[src/rtl/fetch_block.sv]
// Thumb instruction fetch stage: issues sequential halfword reads, keeps a
// small instruction buffer for decode, and handles branch redirects by
// flushing the buffer and discarding responses that are still outstanding.
module fetch_block #(
  parameter int              WORD        = 32,
  parameter int              INSTR_WIDTH = 16,
  parameter int              FIFO_DEPTH  = 2,
  parameter logic [WORD-1:0] RESET_PC    = '0
) (
  input  logic                   clk_i,
  input  logic                   reset_i,
  input  logic                   stall_i,
  input  logic                   branch_en_i,
  input  logic [WORD-1:0]        branch_target_i,
  output logic                   imem_req_o,
  output logic [WORD-1:0]        imem_addr_o,
  input  logic                   imem_ready_i,
  input  logic                   imem_rvalid_i,
  input  logic [INSTR_WIDTH-1:0] imem_rdata_i,
  output logic [INSTR_WIDTH-1:0] instruction_o,
  output logic                   instr_valid_o,
  output logic [WORD-1:0]        program_counter_o
);

  localparam int PW = (FIFO_DEPTH > 1) ? $clog2(FIFO_DEPTH) : 1;
  localparam int CW = $clog2(FIFO_DEPTH + 1);

  // Fetch PC and the address that the next kept response belongs to.
  // Responses come back in order and addresses are sequential between
  // redirects, so one running address is enough to tag every response.
  logic [WORD-1:0] pc_q, pc_d;
  logic [WORD-1:0] rsp_pc_q, rsp_pc_d;
  logic [CW-1:0]   count_q, count_d;
  logic [CW-1:0]   inflight_q, inflight_d;
  logic [CW-1:0]   drop_q, drop_d;
  logic [PW-1:0]   rd_ptr_q, rd_ptr_d;
  logic [PW-1:0]   wr_ptr_q, wr_ptr_d;

  logic [INSTR_WIDTH-1:0] data_q [FIFO_DEPTH];
  logic [WORD-1:0]        addr_q [FIFO_DEPTH];

  logic [CW:0] occupancy;
  logic        req_accept;
  logic        rsp_fire;
  logic        push;
  logic        pop;

  function automatic logic [PW-1:0] ptr_inc(input logic [PW-1:0] p);
    if (p == PW'(FIFO_DEPTH - 1)) return '0;
    return p + PW'(1);
  endfunction

  // Request generation: buffer slots plus outstanding reads bound the issue rate;
  // the request is masked during reset and in a redirect cycle.
  always_comb begin
    occupancy  = {1'b0, count_q} + {1'b0, inflight_q};
    imem_req_o = reset_i && !branch_en_i && (occupancy < (CW+1)'(FIFO_DEPTH));
    imem_addr_o = pc_q;
    req_accept = imem_req_o && imem_ready_i;
    rsp_fire   = imem_rvalid_i && (inflight_q != '0);
  end

  // Next-state logic: redirect flush, PC advance, in-flight/drop accounting, buffer push/pop.
  always_comb begin
    pc_d       = pc_q;
    rsp_pc_d   = rsp_pc_q;
    count_d    = count_q;
    inflight_d = inflight_q;
    drop_d     = drop_q;
    rd_ptr_d   = rd_ptr_q;
    wr_ptr_d   = wr_ptr_q;
    push       = 1'b0;
    pop        = 1'b0;
    if (branch_en_i) begin
      pc_d       = branch_target_i & ~WORD'(1);
      rsp_pc_d   = branch_target_i & ~WORD'(1);
      count_d    = '0;
      rd_ptr_d   = '0;
      wr_ptr_d   = '0;
      inflight_d = inflight_q - CW'(rsp_fire);
      drop_d     = inflight_q - CW'(rsp_fire);
    end else begin
      if (req_accept) pc_d = pc_q + WORD'(2);
      inflight_d = inflight_q + CW'(req_accept) - CW'(rsp_fire);
      if (rsp_fire) begin
        if (drop_q != '0) drop_d = drop_q - CW'(1);
        else push = 1'b1;
      end
      pop = (count_q != '0) && !stall_i;
      if (push) begin
        wr_ptr_d = ptr_inc(wr_ptr_q);
        rsp_pc_d = rsp_pc_q + WORD'(2);
      end
      if (pop) rd_ptr_d = ptr_inc(rd_ptr_q);
      count_d = count_q + CW'(push) - CW'(pop);
    end
  end

  // Control state registers.
  always_ff @(posedge clk_i or negedge reset_i) begin
    if (!reset_i) begin
      pc_q       <= RESET_PC;
      rsp_pc_q   <= RESET_PC;
      count_q    <= '0;
      inflight_q <= '0;
      drop_q     <= '0;
      rd_ptr_q   <= '0;
      wr_ptr_q   <= '0;
    end else begin
      pc_q       <= pc_d;
      rsp_pc_q   <= rsp_pc_d;
      count_q    <= count_d;
      inflight_q <= inflight_d;
      drop_q     <= drop_d;
      rd_ptr_q   <= rd_ptr_d;
      wr_ptr_q   <= wr_ptr_d;
    end
  end

  // Instruction buffer storage; cleared on reset so decode sees zeros.
  always_ff @(posedge clk_i or negedge reset_i) begin
    if (!reset_i) begin
      for (int i = 0; i < FIFO_DEPTH; i++) begin
        data_q[i] <= '0;
        addr_q[i] <= '0;
      end
    end else if (push) begin
      data_q[wr_ptr_q] <= imem_rdata_i;
      addr_q[wr_ptr_q] <= rsp_pc_q;
    end
  end

  // Decode-facing outputs come straight from the buffer head.
  always_comb begin
    instruction_o     = data_q[rd_ptr_q];
    program_counter_o = addr_q[rd_ptr_q];
    instr_valid_o     = (count_q != '0);
  end

endmodule

[config.mk]
export PLATFORM = sky130hd
export DESIGN_NAME = fetch_block
export DESIGN_NICKNAME = d
export VERILOG_FILES = /design/src/rtl/fetch_block.sv
export SDC_FILE = /design/constraint.sdc
export NUM_CORES = 1
export LEC_CHECK = 0
export BUFFER_PORTS_ARGS = -buffer_cell sky130_fd_sc_hd__buf_2
export CAP_MARGIN = 15
export CORE_MARGIN = 2
export CORE_UTILIZATION = 45
export DETAILED_ROUTE_END_ITERATION = 16
export PLACE_DENSITY = 0.69
export REMOVE_ABC_BUFFERS = 1
export SLEW_MARGIN = 20
export SYNTH_ARGS = -nofsm -noshare
export SYNTH_HDL_FRONTEND = slang
export SYNTH_SLANG_ARGS = --single-unit
[constraint.sdc]
create_clock -name clk_i -period 3.4 [get_ports clk_i]
set_clock_uncertainty 0.2 [all_clocks]
set_input_delay 0.68 -clock clk_i [delete_from_list [all_inputs] [get_ports clk_i]]
set_output_delay 0.68 -clock clk_i [all_outputs]
set_load 0.005 [all_outputs]
# [Yosys cells after proc, flatten, opt, wreduce, memory -nomap -nowiden]
# Index checks and enable logic that the tools add are counted.
[word_totals] in_bits=54 ff_bits=168 wordCells=84 out_inout_bits=82
[op_classes] mux=39 magnitude_cmp=4 reduce_logical=17 bitwise_logic=2 addsub=11
[op_table] operator="$mux 32" n=8
[op_table] operator="$add 32x2->32 const B" n=2
[op_table] operator="$bwmux 64" n=1
[op_table] operator="$mux 16" n=4
[op_table] operator="$bwmux 32" n=1
[op_table] operator="$demux 32 s1" n=1
[op_table] operator="$mux 1" n=18
[op_table] operator="$demux 16 s1" n=1
[op_table] operator="$reduce_bool 2->1" n=8
[op_table] operator="$mux 2" n=5
[op_table] operator="$logic_and 1x1->1" n=6
[op_table] operator="$sub 2x1->2" n=3
[op_table] operator="$add 2x1->2" n=2
[op_table] operator="$ge 2x2->1 const B" n=2
[op_table] operator="$not 1->2" n=2
[op_table] operator="$add 2x2->3" n=1
[op_table] operator="$lt 3x2->1 const B" n=1
[op_table] operator="$add 1x1->1 const B" n=2
[op_table] operator="$logic_not 1->1" n=2
[op_table] operator="$lt 2x1->1 const B" n=1
[op_table] operator="$reduce_and 2->1" n=1
[op_table] operator="$sub 2x1->2 const B" n=1

# [Logic depth before layout (Yosys ltp)]
# Gate-level depths: netlist of run 1.
[logic_depth] depth_word=9 mapped_depth=12

# [Worst setup path after synthesis of run 1]
# No wires, ideal clock.
[synth_path] kind="register to register" from="register inflight_q[0]" to="register inflight_q[1]" path_buffers=1 t_arrival_ns=2.915 setup_time_ns=0.079 required_ns=3.121 slack_ns=0.205 stages_incl_launch_ff=13 path_cell_list="dfrtp_1 and2_1 fa_1 or4b_4 nor2_4 inv_1 clkbuf_1 ha_1 inv_1 ha_1 xnor2_1 o21ai_0 xor2_1"
[synth_via] elab_chain_cells=7
[synth_lines] element="from (decl)" line="34" rtl="logic [CW-1:0] inflight_q, inflight_d;"
[synth_lines] element="from (signal assigned)" line="113" rtl="inflight_q <= inflight_d;"
[synth_lines] element="$add 2x2->3" line="56" rtl="occupancy = {1'b0, count_q} + {1'b0, inflight_q};"
[synth_lines] element="$lt 3x2->1" line="57" rtl="imem_req_o = reset_i && !branch_en_i && (occupancy < (CW+1)'(FIFO_DEPTH));"
[synth_lines] element="$logic_and 1x1->1" line="57"
[synth_lines] element="$logic_and 1x1->1" line="59" rtl="req_accept = imem_req_o && imem_ready_i;"
[synth_lines] element="$add 2x1->2" line="84" rtl="inflight_d = inflight_q + CW'(req_accept) - CW'(rsp_fire);"
[synth_lines] element="$sub 2x1->2" line="84"
[synth_lines] element="$mux 2 *" line="74" rtl="if (branch_en_i) begin"
[synth_lines] element="via inflight_d[1]" line="34"
# Mark *: on every way through the listed nets, which the timed path passes. The rest lies on a longest branch.
# A chain may end at the register's enable or synchronous reset.

# [Final worst setup path of run 1]
[layout_path] from="register inflight_q[0]" to="output port imem_req_o"
[layout_via] elab_chain_cells=3
[layout_lines] element="$add 2x2->3" line="56"
[layout_lines] element="$lt 3x2->1" line="57"
[layout_lines] element="$logic_and 1x1->1" line="57"
[layout_lines] element="to (decl)" line="15" rtl="output logic imem_req_o,"
# Every way passes these cells.

==> metrics.md, run 1 <==
| Metric | Value |
|---|---|
| Top delay family on crit path | `simple AND/OR/NAND/NOR gates` |
| Die Wd | `about 140 um` |
| LEAKAGE | `4.374 nW` |
| Vias per cell | `5.490` |
| Min Tclk post-route | `3.157 ns` |
| DP HPWL | `about 13000 um` |
| DP Cell Count | `1019` |
| Final Setup Violations | `0` |
| Total Neg Setup Slack | `0 ns` |
| N_diodes | `0` |
| Clock Sinks | `164` |
| Arrival time worst endpoint | `2.28 ns` |
| Crit-path max cell delay | `0.58 ns` |
| CP Launch Point | `inflight_q[0]` |
| Power per Cell Area | `about 750 nW/um2` |
| Sequential fraction of the synthesis area | `between 50% and 60%` |
| Clk_lat worst skew | `0.43 ns` |
| Synth Instances | `678` |
| Vias in the first global route | `5729` |
| Postcts setup bufs | `0` |
| Post-layout power | `7.140 mW` |
| CP Data Required Time | `roughly 2.5 ns` |
| Final WL | `roughly 19000 um` |
| Async SR Flop Fraction | `100.0%` |
| Worst r2r src | `inflight_q[0]` |
| Gr ovfl total | `0` |
| Ys flop type | `dfrtp_1` |
| Final instance area | `9554 um2` |
| Layout cell share with drive strength beyond 1 | `around two fifths` |
| Wirelength per Cell | `between 15 and 20 um` |
| Initial drt markers | `approximately 320` |
| Slowest CP cell | `or4b_4` |
| Max transition margin | `38.42%` |
| Largest vdd supply drop | `412.8 uV` |
| GRT Overall Usage | `between 20% and 30%` |
| RSZ-0062 raised after global routing | `false` |
| Die area | `18730 um2` |
| First-pass GRT wire length | `29800 um` |
| I/O Buffers | `between 100 and 150` |
| NetSw | `2.051 mW` |
| Setup CP Type | `reg2out` |
| Post-Place Worst Slack | `0.3928 ns` |
| Layout Utilization | `a little under three fifths` |
| H-Tree Level Count | `4` |
| Final non-filler cell total | `1051` |
| Clock network fraction of design power | `28.9%` |
| Initial Utilization | `45.93%` |
| Sw frac | `28.73%` |
| Clock-pin slew on the worst setup and hold paths | `0.06 ns` |
| Combinational Power Share | `around 29%` |
| Mapped Area | `around 7900 um2` |
| TritonCTS buffer count | `17` |
| Largest net degree at the start of global routing | `130` |
| Setup crit end kind | `output pin` |
| CP Buf/Inv Count | `2` |
| Final RePlAce weighted congestion | `about 0.8` |
| Max-slew violation count | `0` |
| Status | `completed` |
| Synth cell types | `48` |
| Worst Hold Slack | `0.1581 ns` |
| Core Region | `17300 um2` |
| Clock buffer depth | `2` |
| Drt drc | `0` |
| Endpoints failing hold | `0` |
| Initial antenna violation count | `0` |
| # rows | `48` |
| Worst path cell trace | `and2_1 > fa_1 > or4b_4 > inv_1 > buf_2` |
| Crit path max fanout | `5` |
| Final worst slack | `roughly 0.24 ns` |
| Clock Tree Root | `clkbuf_16` |
| Post-DP Area | `around 8900 um2` |
| Nets@finish | `876` |
| Max Cap Viol | `0` |
| Yosys warns | `0` |
| Hold WC Path Type | `in2async` |
| Cell-internal power | `approximately 5 mW` |
| Post-synth EDFFs | `0` |
| Hold-fix buffers, CTS | `0` |
| First-pass DRT Iterations | `4` |
| # IOs | `136` |
| Routed Antenna Nets | `0` |
| Crit share post-route | `between 90 and 100%` |
| CTS tree | `yes` |
| Post-CTS Resized | `0` |
| Slew @ Worst Pin | `0.9203 ns` |
| Die Span Y | `136.9 um` |
| F_max | `316.8 MHz` |
| Mapped Avg Cell Area | `11.72 um2` |
| Part of the power in registers | `42.3%` |
| Vias | `5770` |
| CP startpoint kind | `register` |
| Synth Register Bits | `164` |
| Area Overhead vs Synth | `20.25%` |
power by group through the flow:
stage | clock network, mW | logic [mW] | registers [mW]
after floorplan | 0 | 1.35 | 2.94
after global placement | 0 | 2.03 | 3.02
after detailed placement | 0 | 2.09 | 3.05
after CTS | 2.11 | 2.10 | 3.02
after global routing | 2.19 | 2.30 | 3.11
final | 2.06 | 2.06 | 3.02
state kept, by name (all words and copies together) (netlist names):
name	cells
data_q	32
addr_q	62
drop_q	2
inflight_q	2
count_q	2
imem_addr_o	31
rd_ptr_q	1
wr_ptr_q	1
rsp_pc_q	31
path summary, 6_finish.rpt:
kind                       slack [ns]  cells past startpoint         endpoint
setup / recovery                 0.24                      5       imem_req_o
hold / removal                   0.16                      2      rsp_pc_q[2]
setup reg to reg                 0.33                      8  imem_addr_o[21]
hold reg to reg                  0.30                      1       addr_q[35]
max in group asynchronous        1.72                      3       addr_q[56]
min in group clk_i               0.29                      3     rsp_pc_q[27]
placed cells by master, fill, tap and decap left out, types with 10 or more instances in the layout:
master / n
a21oi_1: 13
inv_1: 16
buf_4: 16
nand2_1: 49
dfrtp_1: 163
buf_2: 131
xor2_1: 25
clkbuf_16: 17
nand4_1: 24
nand3_1: 36
mux2_2: 151
o21ai_0: 34
nor2_1: 24
and3_1: 10
xnor2_1: 21
synthesized netlist by cell type, types with 2 or more instances:
cell type	instances	area, um2
a21boi_0	2	15.01
mux2_2	151	1700
nor2b_1	4	25.02
o311ai_0	7	61.31
and2_1	3	18.77
inv_1	16	60.06
clkbuf_1	22	82.58
or3_1	2	12.51
nor4_1	7	43.79
nand3_1	36	180.2
dfrtp_1	164	4104
xor2_1	25	219.0
o21ai_0	34	170.2
ha_1	8	100.1
nand2_1	49	183.9
nor3_1	8	40.04
nand4_1	24	150.1
buf_4	2	15.01
and4_1	2	17.52
nor2_1	24	90.09
buf_1	3	11.26
buf_2	7	35.03
xnor2_1	21	183.9
a31oi_1	5	31.28
a21oi_1	13	65.06
and3_1	10	62.56
o211ai_1	8	60.06
cell families (layout without fill, tap and decap cells):
kind of cell | count (synthesis) | in the layout | share of synthesized area (%)
other | 1 | 2 | 0.04720
flip-flops | 164 | 164 | 51.65
AND/OR/NAND/NOR | 178 | 178 | 11.51
buffers and inverters | 51 | 198 | 2.709
XOR/XNOR | 46 | 46 | 5.071
multiplexers | 152 | 152 | 21.53
AO/OA/AOI/OAI | 77 | 77 | 5.969
adder cells (fa/ha/maj) | 9 | 9 | 1.512
layer usage:
metal  wire [um]  global-route usage (%)  vias up
met5           0                       0        -
met4         244                   6.472        0
met3         969                   4.556       19
met2        8932                   34.31      166
met1        8626                   27.95     2885
li1            -                       -     2700
layout make-up:
class | count | area, um2
clock buffer | 21 | 460.4
clock inverter | 11 | 173.9
fill | 1475 | 7742
inverter | 16 | 60.06
multi-input combinational | 464 | 3646
sequential | 164 | 4105
tap | 225 | 281.5
timing repair buffer | 150 | 827.0
worst register-to-register path: cells and delay by family, from the launching register on:
family / cells / cell delay, ns
compound gates: 1 / 0.38
fa+ha+maj: 1 / 0.43
buf+inv: 1 / 0.22
flops: 1 / 0.43
simple gates: 5 / 1.27
No activity file was read; power rests on OpenSTA's default activity.
==> run 2: changes to the inputs <==
--- a/config.mk
+++ b/config.mk
@@ -7,6 +7,7 @@
 export LEC_CHECK = 0
 export BUFFER_PORTS_ARGS = -buffer_cell sky130_fd_sc_hd__buf_2
 export CAP_MARGIN = 15
+export CORE_ASPECT_RATIO = 1.5
 export CORE_MARGIN = 2
 export CORE_UTILIZATION = 45
 export DETAILED_ROUTE_END_ITERATION = 16
==> run 2 against run 1 <==
  * First-iteration DRC count rose by 19%
  * Register-to-register slack lost 0.11 ns
  * Total power shrank 3.0%
  * Via count up 1.0%
  * Count of clock-buffer cells in the layout is 4 lower
  * Sequential share of layout area increased by 0.39 points
==> metrics.md, run 2 (same netlist as run 1, synthesis figures left out) <==
| Metric | Value |
|---|---|
| I/O Buffers | `132 (unchanged)` |
| Setup CP Type | `reg2reg` |
| Initial drt markers | `376 (+19%)` |
| CP Data Required Time | `3.50 ns (+0.98 ns)` |
| First-pass DRT Iterations | `4 (unchanged)` |
| Reg with most FFs | `addr_q` |
| Hold-fix buffers, CTS | `0 (unchanged)` |
| Post-CTS Resized | `0 (unchanged)` |
| Final non-filler cell total | `1040 (-1.0%)` |
| Final RePlAce weighted congestion | `0.8755 (+8.5%)` |
| Clock Tree Root | `clkbuf_16` |
| Commonest cells after routing, fill and taps aside | `163 x dfrtp_1, 151 x mux2_2, 131 x buf_2, 49 x nand2_1, 36 x nand3_1` |
| Die Wd | `112.5 um (-18%)` |
| H-Tree Level Count | `4 (unchanged)` |
| Vias per cell | `5.604 (+2.1%)` |
| CTS tree | `yes` |
| Routed Antenna Nets | `0 (unchanged)` |
| Final WL | `18770 um (about the same)` |
| GRT Overall Usage | `20.22% (-0.73 points)` |
| Gr ovfl total | `0 (unchanged)` |
| Crit path max fanout | `6 (+1)` |
| Top flop regs | `addr_q (62), data_q (32)` |
| Slew @ Worst Pin | `0.9287 ns (+0.008343 ns)` |
| Final Setup Violations | `0 (unchanged)` |
| RSZ-0062 raised after global routing | `false` |
| Max Cap Viol | `0 (unchanged)` |
| Status | `completed` |
| Postcts setup bufs | `0 (unchanged)` |
| Layout cell share with drive strength beyond 1 | `41.72% (+0.31 points)` |
| Hold WC Path Type | `in2async` |
| N_diodes | `0 (unchanged)` |
| Nets@finish | `877 (+0.11%)` |
| Arrival time worst endpoint | `3.29 ns (+1.01 ns)` |
| Max-slew violation count | `0 (unchanged)` |
| TritonCTS buffer count | `17 (unchanged)` |
| DP Cell Count | `1008 (-1.1%)` |
| CP startpoint kind | `register` |
| Vias in the first global route | `5781 (+0.91%)` |
| Largest register FFs | `62 (unchanged)` |
| Max transition margin | `38.09% (-0.33 points)` |
| Min Tclk post-route | `3.182 ns (+0.02543 ns)` |
| Largest net degree at the start of global routing | `165 (+27%)` |
| Initial antenna violation count | `0 (unchanged)` |
| Clk_lat worst skew | `0.42 ns (about the same)` |
| F_max | `314.3 MHz (-0.80%)` |
| Most common cell after layout, fill and taps aside | `dfrtp_1` |
| Drt drc | `0 (unchanged)` |
| Power per Cell Area | `731.2 nW/um2 (-2.2%)` |
| DP HPWL | `13060 um (+0.71%)` |
| # rows | `59 (+23%)` |
| Endpoints failing hold | `0 (unchanged)` |
| Die Span Y | `166.7 um (+22%)` |
| # IOs | `136 (unchanged)` |
| Area Overhead vs Synth | `19.18%` |
| Die area | `18760 um2 (+0.12%)` |
| Vias | `5828 (+1.0%)` |
| Clock-pin slew on the worst setup and hold paths | `0.07 ns (about the same)` |
| Initial Utilization | `45.80% (-0.14 points)` |
| Crit share post-route | `93.59% (+0.75 points)` |
| Worst Hold Slack | `0.1765 ns (+0.01846 ns)` |
| Largest vdd supply drop | `357.8 uV (-13%)` |
| First-pass GRT wire length | `29930 um (+0.44%)` |
| Clock buffer depth | `2 (unchanged)` |
| Clock Sinks | `164 (unchanged)` |
| Wirelength per Cell | `18.04 um (+1.0%)` |
| LEAKAGE | `4.363 nW (-0.27%)` |
| Total Neg Setup Slack | `0 ns (unchanged)` |
| Core Region | `17350 um2 (+0.30%)` |
| Setup crit end kind | `register` |
run 2: cell count changes in the layout (fill, tap and decap cells not counted), sizes merged:
cell      previous run  this run
buf                150       151
inv                 18        24
clkinv               2         6
bufinv               4         1
clkbuf              21        17
clkinvlp             3         0
run 2: where the power goes:
part,internal (mW),switching [mW]
Combinational,1.22,0.852
Clock,1.03,0.837
Sequential,2.59,0.395
Total,4.84,2.08
run 2: layout make-up:
cell class | count | area (um2)
clock buffer | 17 | 425.4
clock inverter | 15 | 143.9
tap | 213 | 266.5
timing repair buffer | 151 | 822.0
sequential | 164 | 4105
fill | 1541 | 7879
multi-input combinational | 464 | 3646
inverter | 16 | 60.06
run 2: worst max-delay path: stages, from the launching register on:
cell and delay [ns]:
dfrtp_1 0.43, and2_1 0.19, fa_1 0.43, or4b_4 0.57, nor4_4 0.56, nand2_2 0.19, o211a_1 0.25, a211o_1 0.25
run 2: worst paths after layout:
kind / slack (ns) / cells after the start / endpoint / start
worst min register to register: 0.30 / 1 / addr_q[41] / addr_q[41]
worst max-delay path: 0.22 / 7 / imem_addr_o[17] / inflight_q[0]
worst min-delay path: 0.18 / 2 / addr_q[30] / reset_i
min in group clk_i: 0.30 / 3 / rsp_pc_q[26] / branch_target_i[26]
worst max register to register: 0.22 / 7 / imem_addr_o[17] / inflight_q[0]
max in group asynchronous: 2.09 / 2 / addr_q[37] / reset_i
run 2: metal layers:
| layer | wire length [um] | GRT usage (%) | vias up |
|---|---|---|---|
| met5 | 0 | 0 | - |
| met4 | 508 | 7.635 | 0 |
| met3 | 953 | 4.512 | 31 |
| met2 | 9462 | 33.87 | 143 |
| met1 | 7840 | 25.56 | 2942 |
| li1 | - | - | 2712 |
run 2: metrics by stage:
step                      instance area (um2)  power, mW  setup WS, ns  util, %
after floorplan                          7794      4.297        -1.961        -
after global routing                     9469      7.339       0.05196    54.58
final                                    9469      6.923        0.2180    54.58
after CTS                                9469      7.010        0.2183    54.58
after global placement                   8900      5.053        0.2366    51.30
after detailed placement                 8900      5.130        0.2441    51.30
